--- src/rtl/control_sequencer_if.sv ---
// Bus and control bundle between the control sequencer, the bus interface
// and the datapath. The sequencer drives the master side.
interface control_sequencer_if;
  logic [5:0] opcode;
  logic [5:0] function_code;
  logic       waitrequest;
  logic       next_pc_zero;
  logic [2:0] state;
  logic       active;
  logic       read;
  logic       write;
  logic       ir_load;
  logic       pc_wren;
  logic       reg_commit;
  logic       multdiv_start;
  logic       multdiv_busy;
  logic       hilo_commit;
  logic       bus_timeout;

  modport master (
    input  opcode, function_code, waitrequest, next_pc_zero,
    output state, active, read, write, ir_load, pc_wren, reg_commit,
           multdiv_start, multdiv_busy, hilo_commit, bus_timeout
  );

  modport slave (
    output opcode, function_code, waitrequest, next_pc_zero,
    input  state, active, read, write, ir_load, pc_wren, reg_commit,
           multdiv_start, multdiv_busy, hilo_commit, bus_timeout
  );
endinterface

--- src/rtl/control_sequencer.sv ---
// Multi-cycle CPU sequencer: FETCH/EXEC/MEM/LOAD_DATA/MULTDIV/HALT with
// waitrequest stall handling, mult/div latency counting and bus-wait timeout.
module control_sequencer #(
  parameter int MULT_CYCLES = 4,
  parameter int DIV_CYCLES  = 34,
  parameter int WAIT_LIMIT  = 0,
  parameter int CNT_W       = 6
) (
  input  logic                       clk,
  input  logic                       reset_n,
  control_sequencer_if.master        seq
);

  typedef enum logic [2:0] {
    ST_FETCH     = 3'd0,
    ST_MEM       = 3'd2,
    ST_LOAD_DATA = 3'd3,
    ST_EXEC      = 3'd4,
    ST_MULTDIV   = 3'd5,
    ST_HALT      = 3'd6
  } state_e;

  localparam int WL_M1 = (WAIT_LIMIT > 0) ? (WAIT_LIMIT - 1) : 0;

  state_e             state_q, state_d;
  logic [CNT_W-1:0]   wait_cnt_q, wait_cnt_d;
  logic [CNT_W-1:0]   md_cnt_q, md_cnt_d;
  logic               timeout_q, timeout_d;

  logic is_load_s, is_store_s, is_md_s, is_div_s, no_rc_s;
  logic timeout_hit_s;
  logic [CNT_W-1:0] wait_inc_s;
  state_e retire_s;
  logic rd_s, wr_s, ir_s, pc_s, rc_s, start_s, busy_s, hilo_s, active_s;

  // Instruction class decode from the IR fields
  always_comb begin
    is_load_s  = (seq.opcode >= 6'd32) && (seq.opcode <= 6'd38);
    is_store_s = (seq.opcode == 6'd40) || (seq.opcode == 6'd41) || (seq.opcode == 6'd43);
    is_md_s    = (seq.opcode == 6'd0) && (seq.function_code[5:2] == 4'b0110);
    is_div_s   = is_md_s && seq.function_code[1];
    no_rc_s    = (seq.opcode == 6'd0) &&
                 ((seq.function_code == 6'd8) || (seq.function_code == 6'd17) ||
                  (seq.function_code == 6'd19));
  end

  // Wait counter helpers: saturating increment and timeout detect
  always_comb begin
    if (&wait_cnt_q) begin
      wait_inc_s = wait_cnt_q;
    end else begin
      wait_inc_s = wait_cnt_q + {{(CNT_W-1){1'b0}}, 1'b1};
    end
    timeout_hit_s = (WAIT_LIMIT != 0) && (wait_cnt_q >= CNT_W'(WL_M1));
    retire_s      = seq.next_pc_zero ? ST_HALT : ST_FETCH;
  end

  // Next-state and strobe decode; wait_cnt clears on any state change
  always_comb begin
    state_d    = state_q;
    wait_cnt_d = {CNT_W{1'b0}};
    md_cnt_d   = md_cnt_q;
    timeout_d  = timeout_q;
    rd_s = 1'b0; wr_s = 1'b0; ir_s = 1'b0; pc_s = 1'b0; rc_s = 1'b0;
    start_s = 1'b0; busy_s = 1'b0; hilo_s = 1'b0; active_s = 1'b1;
    case (state_q)
      ST_FETCH: begin
        rd_s = 1'b1;
        if (seq.waitrequest) begin
          if (timeout_hit_s) begin
            timeout_d = 1'b1;
            state_d   = ST_HALT;
          end else begin
            wait_cnt_d = wait_inc_s;
          end
        end else begin
          ir_s    = 1'b1;
          state_d = ST_EXEC;
        end
      end
      ST_EXEC: begin
        if (is_load_s || is_store_s) begin
          state_d = ST_MEM;
        end else if (is_md_s) begin
          start_s  = 1'b1;
          md_cnt_d = is_div_s ? CNT_W'(DIV_CYCLES) : CNT_W'(MULT_CYCLES);
          state_d  = ST_MULTDIV;
        end else begin
          pc_s    = 1'b1;
          rc_s    = ~no_rc_s;
          state_d = retire_s;
        end
      end
      ST_MEM: begin
        rd_s = ~is_store_s;
        wr_s = is_store_s;
        if (seq.waitrequest) begin
          if (timeout_hit_s) begin
            timeout_d = 1'b1;
            state_d   = ST_HALT;
          end else begin
            wait_cnt_d = wait_inc_s;
          end
        end else if (is_store_s) begin
          pc_s    = 1'b1;
          state_d = retire_s;
        end else begin
          state_d = ST_LOAD_DATA;
        end
      end
      ST_LOAD_DATA: begin
        rc_s    = 1'b1;
        pc_s    = 1'b1;
        state_d = retire_s;
      end
      ST_MULTDIV: begin
        busy_s = 1'b1;
        if (md_cnt_q <= CNT_W'(1)) begin
          hilo_s   = 1'b1;
          pc_s     = 1'b1;
          md_cnt_d = {CNT_W{1'b0}};
          state_d  = retire_s;
        end else begin
          md_cnt_d = md_cnt_q - {{(CNT_W-1){1'b0}}, 1'b1};
        end
      end
      ST_HALT: begin
        active_s = 1'b0;
      end
      default: begin
        // Unreachable encodings park the CPU rather than run on garbage
        active_s = 1'b0;
        state_d  = ST_HALT;
      end
    endcase
  end

  // State, counter and sticky timeout registers
  always_ff @(posedge clk or negedge reset_n) begin
    if (!reset_n) begin
      state_q    <= ST_FETCH;
      wait_cnt_q <= {CNT_W{1'b0}};
      md_cnt_q   <= {CNT_W{1'b0}};
      timeout_q  <= 1'b0;
    end else begin
      state_q    <= state_d;
      wait_cnt_q <= wait_cnt_d;
      md_cnt_q   <= md_cnt_d;
      timeout_q  <= timeout_d;
    end
  end

  // Strobes are forced low while reset is held so nothing commits mid-abort
  assign seq.state         = state_q;
  assign seq.active        = active_s;
  assign seq.bus_timeout   = timeout_q;
  assign seq.read          = rd_s    & reset_n;
  assign seq.write         = wr_s    & reset_n;
  assign seq.ir_load       = ir_s    & reset_n;
  assign seq.pc_wren       = pc_s    & reset_n;
  assign seq.reg_commit    = rc_s    & reset_n;
  assign seq.multdiv_start = start_s & reset_n;
  assign seq.multdiv_busy  = busy_s  & reset_n;
  assign seq.hilo_commit   = hilo_s  & reset_n;

endmodule

--- src/flat_wrapper.sv ---
// flat-port wrapper written by rule: the top's interface ports become plain ports
module control_sequencer_flat 
#(
  parameter int MULT_CYCLES = 4,
  parameter int DIV_CYCLES  = 34,
  parameter int WAIT_LIMIT  = 0,
  parameter int CNT_W       = 6
)
  (clk, reset_n, seq_opcode, seq_function_code, seq_waitrequest, seq_next_pc_zero, seq_state, seq_active, seq_read, seq_write, seq_ir_load, seq_pc_wren, seq_reg_commit, seq_multdiv_start, seq_multdiv_busy, seq_hilo_commit, seq_bus_timeout);
  control_sequencer_if seq_i ();
  input  logic clk;
  input  logic reset_n;
  input wire logic [$bits(seq_i.opcode)-1:0] seq_opcode;
  input wire logic [$bits(seq_i.function_code)-1:0] seq_function_code;
  input wire logic [$bits(seq_i.waitrequest)-1:0] seq_waitrequest;
  input wire logic [$bits(seq_i.next_pc_zero)-1:0] seq_next_pc_zero;
  output wire logic [$bits(seq_i.state)-1:0] seq_state;
  output wire logic [$bits(seq_i.active)-1:0] seq_active;
  output wire logic [$bits(seq_i.read)-1:0] seq_read;
  output wire logic [$bits(seq_i.write)-1:0] seq_write;
  output wire logic [$bits(seq_i.ir_load)-1:0] seq_ir_load;
  output wire logic [$bits(seq_i.pc_wren)-1:0] seq_pc_wren;
  output wire logic [$bits(seq_i.reg_commit)-1:0] seq_reg_commit;
  output wire logic [$bits(seq_i.multdiv_start)-1:0] seq_multdiv_start;
  output wire logic [$bits(seq_i.multdiv_busy)-1:0] seq_multdiv_busy;
  output wire logic [$bits(seq_i.hilo_commit)-1:0] seq_hilo_commit;
  output wire logic [$bits(seq_i.bus_timeout)-1:0] seq_bus_timeout;
  assign seq_i.opcode = seq_opcode;
  assign seq_i.function_code = seq_function_code;
  assign seq_i.waitrequest = seq_waitrequest;
  assign seq_i.next_pc_zero = seq_next_pc_zero;
  assign seq_state = seq_i.state;
  assign seq_active = seq_i.active;
  assign seq_read = seq_i.read;
  assign seq_write = seq_i.write;
  assign seq_ir_load = seq_i.ir_load;
  assign seq_pc_wren = seq_i.pc_wren;
  assign seq_reg_commit = seq_i.reg_commit;
  assign seq_multdiv_start = seq_i.multdiv_start;
  assign seq_multdiv_busy = seq_i.multdiv_busy;
  assign seq_hilo_commit = seq_i.hilo_commit;
  assign seq_bus_timeout = seq_i.bus_timeout;
  control_sequencer #(.MULT_CYCLES(MULT_CYCLES), .DIV_CYCLES(DIV_CYCLES), .WAIT_LIMIT(WAIT_LIMIT), .CNT_W(CNT_W)) u_core (.clk(clk), .reset_n(reset_n), .seq(seq_i));
endmodule
--- config.mk ---
export PLATFORM = sky130hd
export DESIGN_NAME = control_sequencer_flat
export DESIGN_NICKNAME = d
export VERILOG_FILES = /design/src/rtl/control_sequencer_if.sv /design/src/rtl/control_sequencer.sv /design/src/flat_wrapper.sv
export SDC_FILE = /design/constraint.sdc
export NUM_CORES = 1
export LEC_CHECK = 0
export BUFFER_PORTS_ARGS = -buffer_cell sky130_fd_sc_hd__buf_2
export CAP_MARGIN = 15
export CORE_MARGIN = 2
export CORE_UTILIZATION = 47
export CTS_BUF_LIST = sky130_fd_sc_hd__clkbuf_8
export DETAILED_ROUTE_END_ITERATION = 10
export GPL_TIMING_DRIVEN = 0
export PLACE_DENSITY = 0.88
export SLEW_MARGIN = 10
export SYNTH_ARGS = -nofsm -noshare
export SYNTH_HDL_FRONTEND = slang
export SYNTH_SLANG_ARGS = --single-unit
--- constraint.sdc ---
create_clock -name clk -period 1.64 [get_ports clk]
set_input_delay 0.328 -clock clk [delete_from_list [all_inputs] [get_ports clk]]
set_output_delay 0.328 -clock clk [all_outputs]
set_load 0.01 [all_outputs]
==> results.txt, run 1 <==
Grt repair worst endpoint: seq_pc_wren
Clk buf depth: 2
Main area contributors after synthesis: dfrtp_1, nor2_1, ha_1
Most used DFF post-synth: dfrtp_1
Die W: 47.6 µm
First error: [ERROR DPL-0033] detailed placement checks failed during check placement.
Largest net degree at the start of global routing: 10
Mapped Area: 893 µm²
Outcome: stopped before the end
Post-DP HPWL: 1910 µm
I/O pin count: 29
Mean Syn Cell Area: 7.84 µm²
Post-synth ARST share: 1.00
DP Area: 1100 µm²
Antenna violations before repair: 0
Num rows: 15
Post-synth top area share: 0.252
Die Ht: 47.6 µm
Post-synth cell types: 46
Starting Density: 0.506
GPL Wtd Cong: 0.974
Post-synthesis net count: 133
Worst_ep kind: top-level output
YS warnings: 0
Yosys top cell by area: dfrtp_1
Root buffer cell: clkbuf_8
Synth Instances: 114
Sequential fraction of the synthesis area: 0.252
EDFF count, synth: 0
IO buf count: 27
Register bit count reported by yosys: 9
Clock sink count: 9
Fail Step: global routing
CTS buffer count: 3
H-Tree Level Count: 1
synthesized netlist by cell type (all sizes together), types with 3 or more instances:
library cell / number
and2: 3
ha: 3
o21ai: 9
nor3: 5
and3: 4
nor2b: 3
nand2: 8
nor2: 14
inv: 5
dfrtp: 9
or3: 3
buf: 4
a21oi: 6
cells by family after synthesis:
kind of cell,after synthesis,synth area share
AND/OR/NAND/NOR,56,0.357
other,1,0.00420
AO/OA/AOI/OAI,35,0.287
buffers and inverters,10,0.0574
adder cells (fa/ha/maj),3,0.0420
flip-flops,9,0.252
per-stage QoR:
step	utilization	cells	TNS [ns]	hold slack, ns	setup slack [ns]
3_3_place_gp	0.622	166	-1.97	0.219	-0.506
4_1_cts	0.909	205	-2.65	0.438	-0.363
3_5_place_dp	0.622	166	-2.60	0.222	-0.516
2_1_floorplan	-	114	-0.210	0.0324	-0.206
timing repair:
action                     CTS
buffers inserted            34
hold buffers                 1
gates cloned                 0
hold endpoints to repair     9
gates resized for setup     53
pin swaps                   20
setup endpoints to repair   18
==> run 2, diff against run 1 <==
CORE_AREA = 2 2 63 65   (was unset)
CORE_MARGIN = unset   (was 2)
CORE_UTILIZATION = unset   (was 47)
CTS_BUF_LIST = unset   (was sky130_fd_sc_hd__clkbuf_8)
DIE_AREA = 0 0 65 67   (was unset)
PLACE_DENSITY = unset   (was 0.88)
PLACE_DENSITY_LB_ADDON = 0.15   (was unset)
clock period = 2.15 ns   (was 1.64 ns; I/O delays follow)
==> run 2 against run 1 <==
  * The flow now finishes without violations
  * Synthesized area unchanged
  * Synthesized cell count unchanged
==> results.txt, run 2 <==
Clock share of power: 0.160
GR Util All Layers: 0.130
Critical R2R Launch: u_core.seq.state[1]
Fmax: 0.471 GHz
Sequential fraction of the synthesis area: 0.252
DR vias/cell: 5.03
IO buf count: 27
M1 wire length: 1240 µm
Crit path largest cell delay: 0.47 ns
Clock sink count: 9
Biggest register: u_core.md_cnt_q
First-pass GRT wire length: 4330 µm
Core box area: 3610 µm²
Setup Skew: 0.00728 ns
Met3 wire length: 75 µm
Final worst-path cycle share: 0.987
Count leader, synth: nor2_1
Setup TNS Final: 0 ns
YS warnings: 0
DR vias: 1036
GPL Wtd Cong: 0.793
Synth Area in Simple Gates: 0.357
Share of cells above drive strength 1: 0.411
Register area: 225 µm²
Switching Fraction: 0.436
Worst path cell trace: and3b_2 -> and2_4 -> nor4b_4 -> o41a_1 -> buf_2
Post-synth top area share: 0.252
Compound-Gate Fraction of Synth Area: 0.287
Routed len/inst: 13.2 µm
Post-synthesis mux area share: 0
Clock transition at path regs: 0.05 ns
Path depth of the worst reg2reg path: 8
Power, Total: 1250 µW
Min Tclk post-route: 2.12 ns
Multi-input logic area: 696 µm²
R2R Setup Slk: 0.16 ns
Reg-to-reg endpoint: u_core.md_cnt_q[4]
Vias in the first global route: 948
Die Ht: 67 µm
Min Hold Slack: 0.0739 ns
P&R area growth vs syn: 49.0%
Slowest CP cell: dfrtp_1
Most common cell after layout, fill and taps aside: buf_2
H-Tree Level Count: 1
VDD IR-drop max: 0.182 mV
Worst path buffer plus inverter count: 1
CTS tree: yes
Main area contributors after synthesis: dfrtp_1, nor2_1, ha_1
Final hold vios: 0
Yosys top cell by area: dfrtp_1
EDFF count, synth: 0
Max FFs per register: 6
Hold WC Path Type: input port to async pin
Cell Int Power: 703 µW
# hold bufs at CTS: 0
Starting Density: 0.248
Synth Area in XOR/XNOR: 0
Die W: 65 µm
Num rows: 22
Combinational power share: 0.603
Critical path class: flop to output pin
Final Setup Violations: 0
Worst Path Required: 1.72 ns
Post-synth ARST share: 1.00
Total gr overflow: 0
Antenna violations before repair: 0
Register bit count reported by yosys: 9
Flop pwr share: 0.236
Most frequent cells in the layout: buf_2, buf_4, nor2_1, dfrtp_1, nand2_1
Post-synth cell types: 46
Drt initial violations: 34
Post-route ant nets: 0
CP endpoint kind: output pin
Worst-Skew Late Latency: 0.24 ns
Remaining DRCs: 0
Top Layer Used: met4
Unrepaired setup endpoints after global routing: yes
Mean Syn Cell Area: 7.84 µm²
Inserted Diodes: 0
Die area: 4360 µm²
Mapped Area: 893 µm²
Clk buf depth: 2
Outcome: finished, final reports clean
Post-synthesis net count: 133
Cell family with most CP delay: simple AND/OR/NAND/NOR gates
Pwr per Cell Area: 937 nW/µm²
CTS buffer count: 3
Slew Viols, Final: 0
Worst-path fanout max: 6
Routed WL: 2720 µm
Largest net degree at the start of global routing: 15
Startpoint types: flop
Most used DFF post-synth: dfrtp_1
Root buffer cell: clkbuf_8
CP arrival: 1.69 ns
Switching pwr: 544 µW
Post-synth top cells: nor2_1, dfrtp_1, nand2_1
Drt pass-1 iters: 4
Final #Nets: 178
Largest family of logic cells by synthesized area: simple AND/OR/NAND/NOR gates
Synth Instances: 114
Max cap viols: 0
Static leakage: 0.000611 µW
Wire length on met2: 1370 µm
Post-DP HPWL: 2040 µm
I/O pin count: 29
Filler instances: 391
Post-synthesis adder-cell area fraction: 0.0420
-- run 2: metrics by stage --
step / worst slack (ns) / util / cell area (µm²) / std cells
after floorplan: 0.120 / - / 900 / 114
after global placement: -0.176 / 0.304 / 1090 / 189
after detailed placement: -0.200 / 0.304 / 1090 / 189
after CTS: 0.00465 / 0.353 / 1270 / 200
after global routing: -0.0349 / 0.369 / 1330 / 206
final: 0.0278 / 0.369 / 1330 / 206
-- run 2: worst max path at each step --
stage	start	end	slack, ns	depth (start not counted)
after floorplan	u_core.seq.state[2]	seq_pc_wren	0.12	5
after global placement	seq_opcode[4]	seq_pc_wren	-0.18	6
after detailed placement	seq_opcode[3]	seq_pc_wren	-0.20	6
after CTS	u_core.seq.state[2]	seq_pc_wren	0.005	6
after global routing	u_core.md_cnt_q[3]	seq_pc_wren	-0.03	5
final	u_core.seq.state[1]	seq_pc_wren	0.03	5
-- run 2: per-layer routing --
layer | global-route usage | vias up
met3 | 0.0253 | 4
met2 | 0.238 | 14
met1 | 0.150 | 503
met5 | 0 | -
li1 | - | 515
met4 | 0.0479 | 0
-- run 2: cell type report --
type,count,share of cell area
inverter,5,0.0141
tap,48,0.0451
multi-input combinational,95,0.523
clock buffer,4,0.0338
buffer,4,0.0254
timing repair buffer,41,0.190
sequential,9,0.169
-- run 2: what timing repair did --
| action | 4_1_cts | 5_1_grt |
|---|---|---|
| resized for setup | 20 | 6 |
| setup endpoints to repair | 4 | 3 |
| buffers inserted | 7 | 7 |
| pin swaps | 6 | 11 |
| hold endpoints to repair | 0 | 0 |
| cloned | 0 | 0 |
-- run 2: logic make-up (layout without fill, tap and decap cells) --
kind of cell	after synthesis	in the layout
AND/OR/NAND/NOR	56	56
AO/OA/AOI/OAI	35	35
buffers and inverters	10	54
flip-flops	9	9
adder cells (fa/ha/maj)	3	3
other	1	1
-- run 2: power groups by stage --
stage / sequential, µW / clock (µW) / combinational (µW)
final: 295 / 200 / 753
after global routing: 306 / 217 / 825
after CTS: 294 / 205 / 709
after detailed placement: 294 / 0 / 583
after global placement: 290 / 0 / 582
after floorplan: 286 / 0 / 409
(Power assumes the default switching activity.)
==> run 3, diff against run 2 <==
BUFFER_PORTS_ARGS = -buffer_cell sky130_fd_sc_hd__clkbuf_2   (was -buffer_cell sky130_fd_sc_hd__buf_2)
clock period = 2.8 ns   (was 2.15 ns; I/O delays follow)
==> run 3 against run 2 <==
  * Via count decreased by 7.5%
  * Worst hold slack improved by 0.14 ns
  * Sequential cell count unchanged
  * Largest cell class unchanged
  * Design area decreased by 14%
  * Combinational power decreased by 40%
  * Routed wire length decreased by 9.9%
  * Register-to-register slack improved by 0.52 ns
  * Power decreased by 33%
  * Global-route usage decreased by 0.66 points
  * Clock skew increased by 0.00097 ns
==> results.txt, run 3 (synthesis results as in run 2) <==
Outcome: finished, final reports clean
First-pass GRT wire length: 4130 µm
Worst Path Required: 2.24 ns
Max cap viols: 0
Vias in the first global route: 912
Inserted Diodes: 0
Worst-Skew Late Latency: 0.24 ns
Flop pwr share: 0.268
Root buffer cell: clkbuf_8
DR vias: 958
CTS tree: yes
Cell family with most CP delay: simple AND/OR/NAND/NOR gates
Fin util: 0.317
Register area: 225 µm²
Worst path cell trace: clkbuf_2 -> nor4_2 -> and4_1 -> nor2_1 -> o41a_1 -> clkbuf_2
Post-DP HPWL: 1970 µm
Num rows: 22
Post-route ant nets: 0
Min Tclk post-route: 2.56 ns
Remaining DRCs: 0
Die W: 65 µm
Reg-to-reg endpoint: u_core.md_cnt_q[4]
CP endpoint kind: output pin
Setup TNS Final: 0 ns
Met2 usage: 0.204
Clock sink count: 9
GPL Wtd Cong: 0.823
Drt initial violations: 70
Max-slew headroom: 0.581
Biggest register: u_core.md_cnt_q
Clk buf depth: 2
Multi-input logic area: 628 µm²
Die Ht: 67 µm
Share of cells above drive strength 1: 0.290
Clock transition at path regs: 0.05 ns
Clock share of power: 0.187
H-Tree Level Count: 1
P&R area growth vs syn: 28.2%
Final #Nets: 165
Die area: 4360 µm²
Switching Fraction: 0.454
Most frequent cells in the layout: clkbuf_2, nor2_1, dfrtp_1, nand2_1, o21ai_0
R2R Setup Slk: 0.68 ns
Slowest CP cell: o41a_1
VDD IR-drop max: 0.255 mV
Max FFs per register: 6
IO buf count: 27
Setup Skew: 0.00824 ns
Switching pwr: 379 µW
Unrepaired setup endpoints after global routing: no
Routed WL: 2450 µm
Least-Margin Pin Slew: 0.628 ns
Grt met3 use: 0.0101
Cell Int Power: 456 µW
Starting Density: 0.248
Largest net degree at the start of global routing: 15
Placed Cells: 189
Hold WC Path Type: input port to async pin
Fmax: 0.391 GHz
Final Setup Violations: 0
Startpoint types: input port
Worst-path fanout max: 4
Antenna violations before repair: 0
Busiest layer in global routing: met2
Drt pass-1 iters: 4
Final hold vios: 0
Final worst-path cycle share: 0.914
DP Area: 1090 µm²
Critical R2R Launch: u_core.seq.state[1]
Worst path buffer plus inverter count: 2
CP arrival: 2.00 ns
Most common cell after layout, fill and taps aside: clkbuf_2
Slew Viols, Final: 0
Core box area: 3610 µm²
Path depth of the worst reg2reg path: 8
GR Util All Layers: 0.124
Critical path class: input port to output pin
Filler instances: 399
Total gr overflow: 0
Min Hold Slack: 0.217 ns
Met1 usage: 0.161
Combinational power share: 0.544
CTS buffer count: 3
Non-Filler Instances: 193
Routed len/inst: 12.7 µm
DR vias/cell: 4.96
Pwr per Cell Area: 729 nW/µm²
Most frequent CP cell: clkbuf_2
Static leakage: 0.000520 µW
I/O pin count: 29
Crit path largest cell delay: 0.42 ns
Post-route cell area: 1140 µm²
## run 3: changes by cell type in the layout (fill, tap and decap cells not counted), moves of 2 or more
| cell | previous run | this run |
|---|---|---|
| clkbuf_2 | 0 | 27 |
| buf_2 | 25 | 2 |
| buf_4 | 17 | 1 |
| nor2_1 | 11 | 14 |
| buf_6 | 3 | 1 |
| nor2_2 | 2 | 0 |
| nor4_2 | 0 | 2 |
| nor4_4 | 2 | 0 |
## run 3: timing repair
item	4_1_cts	5_1_grt
hold buffers	0	0
resized for setup	0	2
buffers inserted	0	0
endpoints found under the setup margin	0	3
hold endpoints to repair	0	0
## run 3: how the worst max path moves through the flow
stage | startpoint | endpoint | cells after the start
3_3_place_gp | seq_opcode[3] | seq_pc_wren | 6
5_1_grt | seq_opcode[4] | seq_pc_wren | 6
3_5_place_dp | seq_opcode[3] | seq_pc_wren | 6
6_report | seq_opcode[3] | seq_pc_wren | 6
4_1_cts | u_core.seq.state[2] | seq_reg_commit | 7
2_1_floorplan | u_core.seq.state[2] | seq_pc_wren | 5
## run 3: layer usage
layer	vias to the layer above	share of wire
met5	-	0
met4	0	0.013
met3	2	0.036
met2	30	0.46
met1	432	0.49
li1	494	-
## run 3: power groups by stage
stage	clock, µW	sequential [µW]	combinational [µW]
final	156	224	454
after CTS	162	223	450
after detailed placement	0	224	442
after global placement	0	224	442
after floorplan	0	218	312
after global routing	167	233	510
## run 3: cell type report
class / instances / share of cell area
multi-input cells: 95 / 0.549
repair buffers: 27 / 0.118
flip-flops and latches: 9 / 0.197
inverters: 5 / 0.0164
plain buffers: 5 / 0.0284
clock buffers: 4 / 0.0393
well taps: 48 / 0.0525
## run 3: worst register-to-register path, stage by stage (launching register included)
cell,delay [ns]
dfrtp_1,0.44
buf_2,0.24
inv_1,0.10
ha_1,0.23
and3_1,0.15
a32oi_1,0.51
nor3_1,0.11
a21oi_1,0.13
o21ai_0,0.08
## run 3: stage by stage
stage / setup slack [ns] / total power, µW
2_1_floorplan: 0.440 / 530
3_3_place_gp: 0.244 / 666
3_5_place_dp: 0.229 / 666
4_1_cts: 0.132 / 835
5_1_grt: 0.110 / 911
6_report: 0.241 / 835
==> run 4, diff against run 3 <==
ABC_CLOCK_PERIOD_IN_PS = 2200   (was unset)
clock period = 2.2 ns   (was 2.8 ns; I/O delays follow)
==> run 4 against run 3 <==
  * Die area stayed put
  * Register-to-register slack worse by 0.45 ns
  * Via count is 4.8% higher
  * Clock skew is 0.0078 ns lower
  * Non-clock buffer count is 5 higher
  * Sequential cell count stayed put
  * Global-route usage is 0.52 points higher
  * Combinational power is 49% higher
  * Sequential share of layout area is 1.5 points lower
  * Worst hold slack worse by 0.11 ns
==> results.txt, run 4 (synthesis results as in run 2) <==
Outcome: finished, final reports clean
Worst path buffer plus inverter count: 2
Placed Cells: 189
Worst path cell trace: clkbuf_2 -> nor4_4 -> and4_4 -> nor2_1 -> o41a_1 -> buf_2
Pwr per Cell Area: 922 nW/µm²
GR Util All Layers: 0.129
Startpoint types: input port
Worst Path Required: 1.76 ns
Share of cells above drive strength 1: 0.380
P&R area growth vs syn: 40.6%
I/O pin count: 29
Slowest CP cell: o41a_1
CTS tree: yes
DP Area: 1090 µm²
Worst-Skew Late Latency: 0.23 ns
Root buffer cell: clkbuf_8
Vias in the first global route: 939
Final Setup Violations: 0
Hold WC Path Type: input port to async pin
Starting Density: 0.248
Antenna violations before repair: 0
GPL Wtd Cong: 0.794
Clk buf depth: 2
Setup Skew: 0.000452 ns
Clock transition at path regs: 0.05 ns
DR vias: 1004
Clock sink count: 9
Max FFs per register: 6
Worst-path fanout max: 3
Die W: 65 µm
Inserted Diodes: 0
CP arrival: 1.74 ns
Total gr overflow: 0
Drt initial violations: 39
Static leakage: 0.000558 µW
Die Ht: 67 µm
First-pass GRT wire length: 4290 µm
Final hold vios: 0
Die area: 4360 µm²
Fmax: 0.460 GHz
Remaining DRCs: 0
# hold bufs at CTS: 0
Crit path largest cell delay: 0.41 ns
Min Tclk post-route: 2.18 ns
Final worst-path cycle share: 0.989
Critical path class: input port to output pin
Routed WL: 2610 µm
Unrepaired setup endpoints after global routing: yes
Post-route ant nets: 0
DR vias/cell: 5.07
Most common cell after layout, fill and taps aside: clkbuf_2
Post-route cell area: 1260 µm²
VDD IR-drop max: 0.206 mV
Non-Filler Instances: 198
Slew Viols, Final: 0
M1 wire length: 1180 µm
Core box area: 3610 µm²
CP endpoint kind: output pin
Max cap viols: 0
CTS buffer count: 3
Drt pass-1 iters: 4
Post-DP HPWL: 2040 µm
IO buf count: 27
Num rows: 22
Routed len/inst: 13.2 µm
Largest net degree at the start of global routing: 15
Final #Nets: 170
H-Tree Level Count: 1
Most frequent cells in the layout: clkbuf_2, nor2_1, buf_4, nand2_1, dfrtp_1
Met3 wire length: 113 µm
Cell family with most CP delay: simple AND/OR/NAND/NOR gates
Biggest register: u_core.md_cnt_q
Wire length on met2: 1300 µm
Top Layer Used: met4
==> run 4: changes by cell type in the layout (fill, tap and decap cells not counted), moves of 2 or more <==
cell	before	now
nor4_2	2	0
buf_4	1	8
dfrtp_2	0	2
nor4_4	0	2
dfrtp_1	9	7
==> run 4: final cells by class <==
cell class | count | area, µm²
Tap cell | 48 | 60.1
Buffer | 4 | 33.8
Fill cell | 375 | 2350
Sequential cell | 9 | 228
Clock buffer | 4 | 45.0
Inverter | 5 | 18.8
Multi-Input combinational cell | 95 | 691
Timing Repair Buffer | 33 | 180
==> run 4: worst paths after layout <==
path / start / endpoint / slack [ns] / cells after the start
min in group clk: u_core.md_cnt_q[3] / u_core.md_cnt_q[3] / 0.53 / 1
max reg2reg: u_core.seq.state[1] / u_core.md_cnt_q[4] / 0.23 / 8
min: reset_n / u_core.seq.state[2] / 0.11 / 1
max: seq_opcode[0] / seq_pc_wren / 0.02 / 6
max in group asynchronous: reset_n / u_core.seq.state[1] / 1.82 / 1
min reg2reg: u_core.md_cnt_q[3] / u_core.md_cnt_q[3] / 0.53 / 1
==> run 4: metal layers <==
| layer | vias up | global-route usage |
|---|---|---|
| met3 | 2 | 0.0287 |
| met4 | 0 | 0.0319 |
| met5 | - | 0 |
| met2 | 23 | 0.224 |
| met1 | 482 | 0.161 |
| li1 | 497 | - |
==> run 4: report_power, final <==
group / switching (µW) / internal [µW] / leakage (µW)
Combinational: 381 / 295 / 0.000424
Clock: 64.7 / 126 / 0.0000228
Sequential: 70.2 / 221 / 0.000111
==> run 4: repair_timing <==
item	in CTS	in global routing
endpoints found under the setup margin	4	7
gates resized for setup	15	8
endpoints found under the hold margin	0	0
pin swaps	3	3
buffers inserted	4	2
==> run 4: per-stage QoR <==
| stage | setup slack (ns) | utilization | setup TNS (ns) | power, µW | hold slack [ns] |
|---|---|---|---|---|---|
| global placement | -0.129 | 0.304 | -0.271 | 853 | 0.355 |
| global route | -0.0197 | 0.348 | -0.0219 | 1260 | 0.118 |
| CTS | 0.00106 | 0.342 | 0 | 1150 | 0.112 |
| finish | 0.0238 | 0.348 | 0 | 1160 | 0.107 |
| floorplan | 0.160 | - | 0 | 679 | 0.144 |
| detailed placement | -0.160 | 0.304 | -0.358 | 860 | 0.358 |
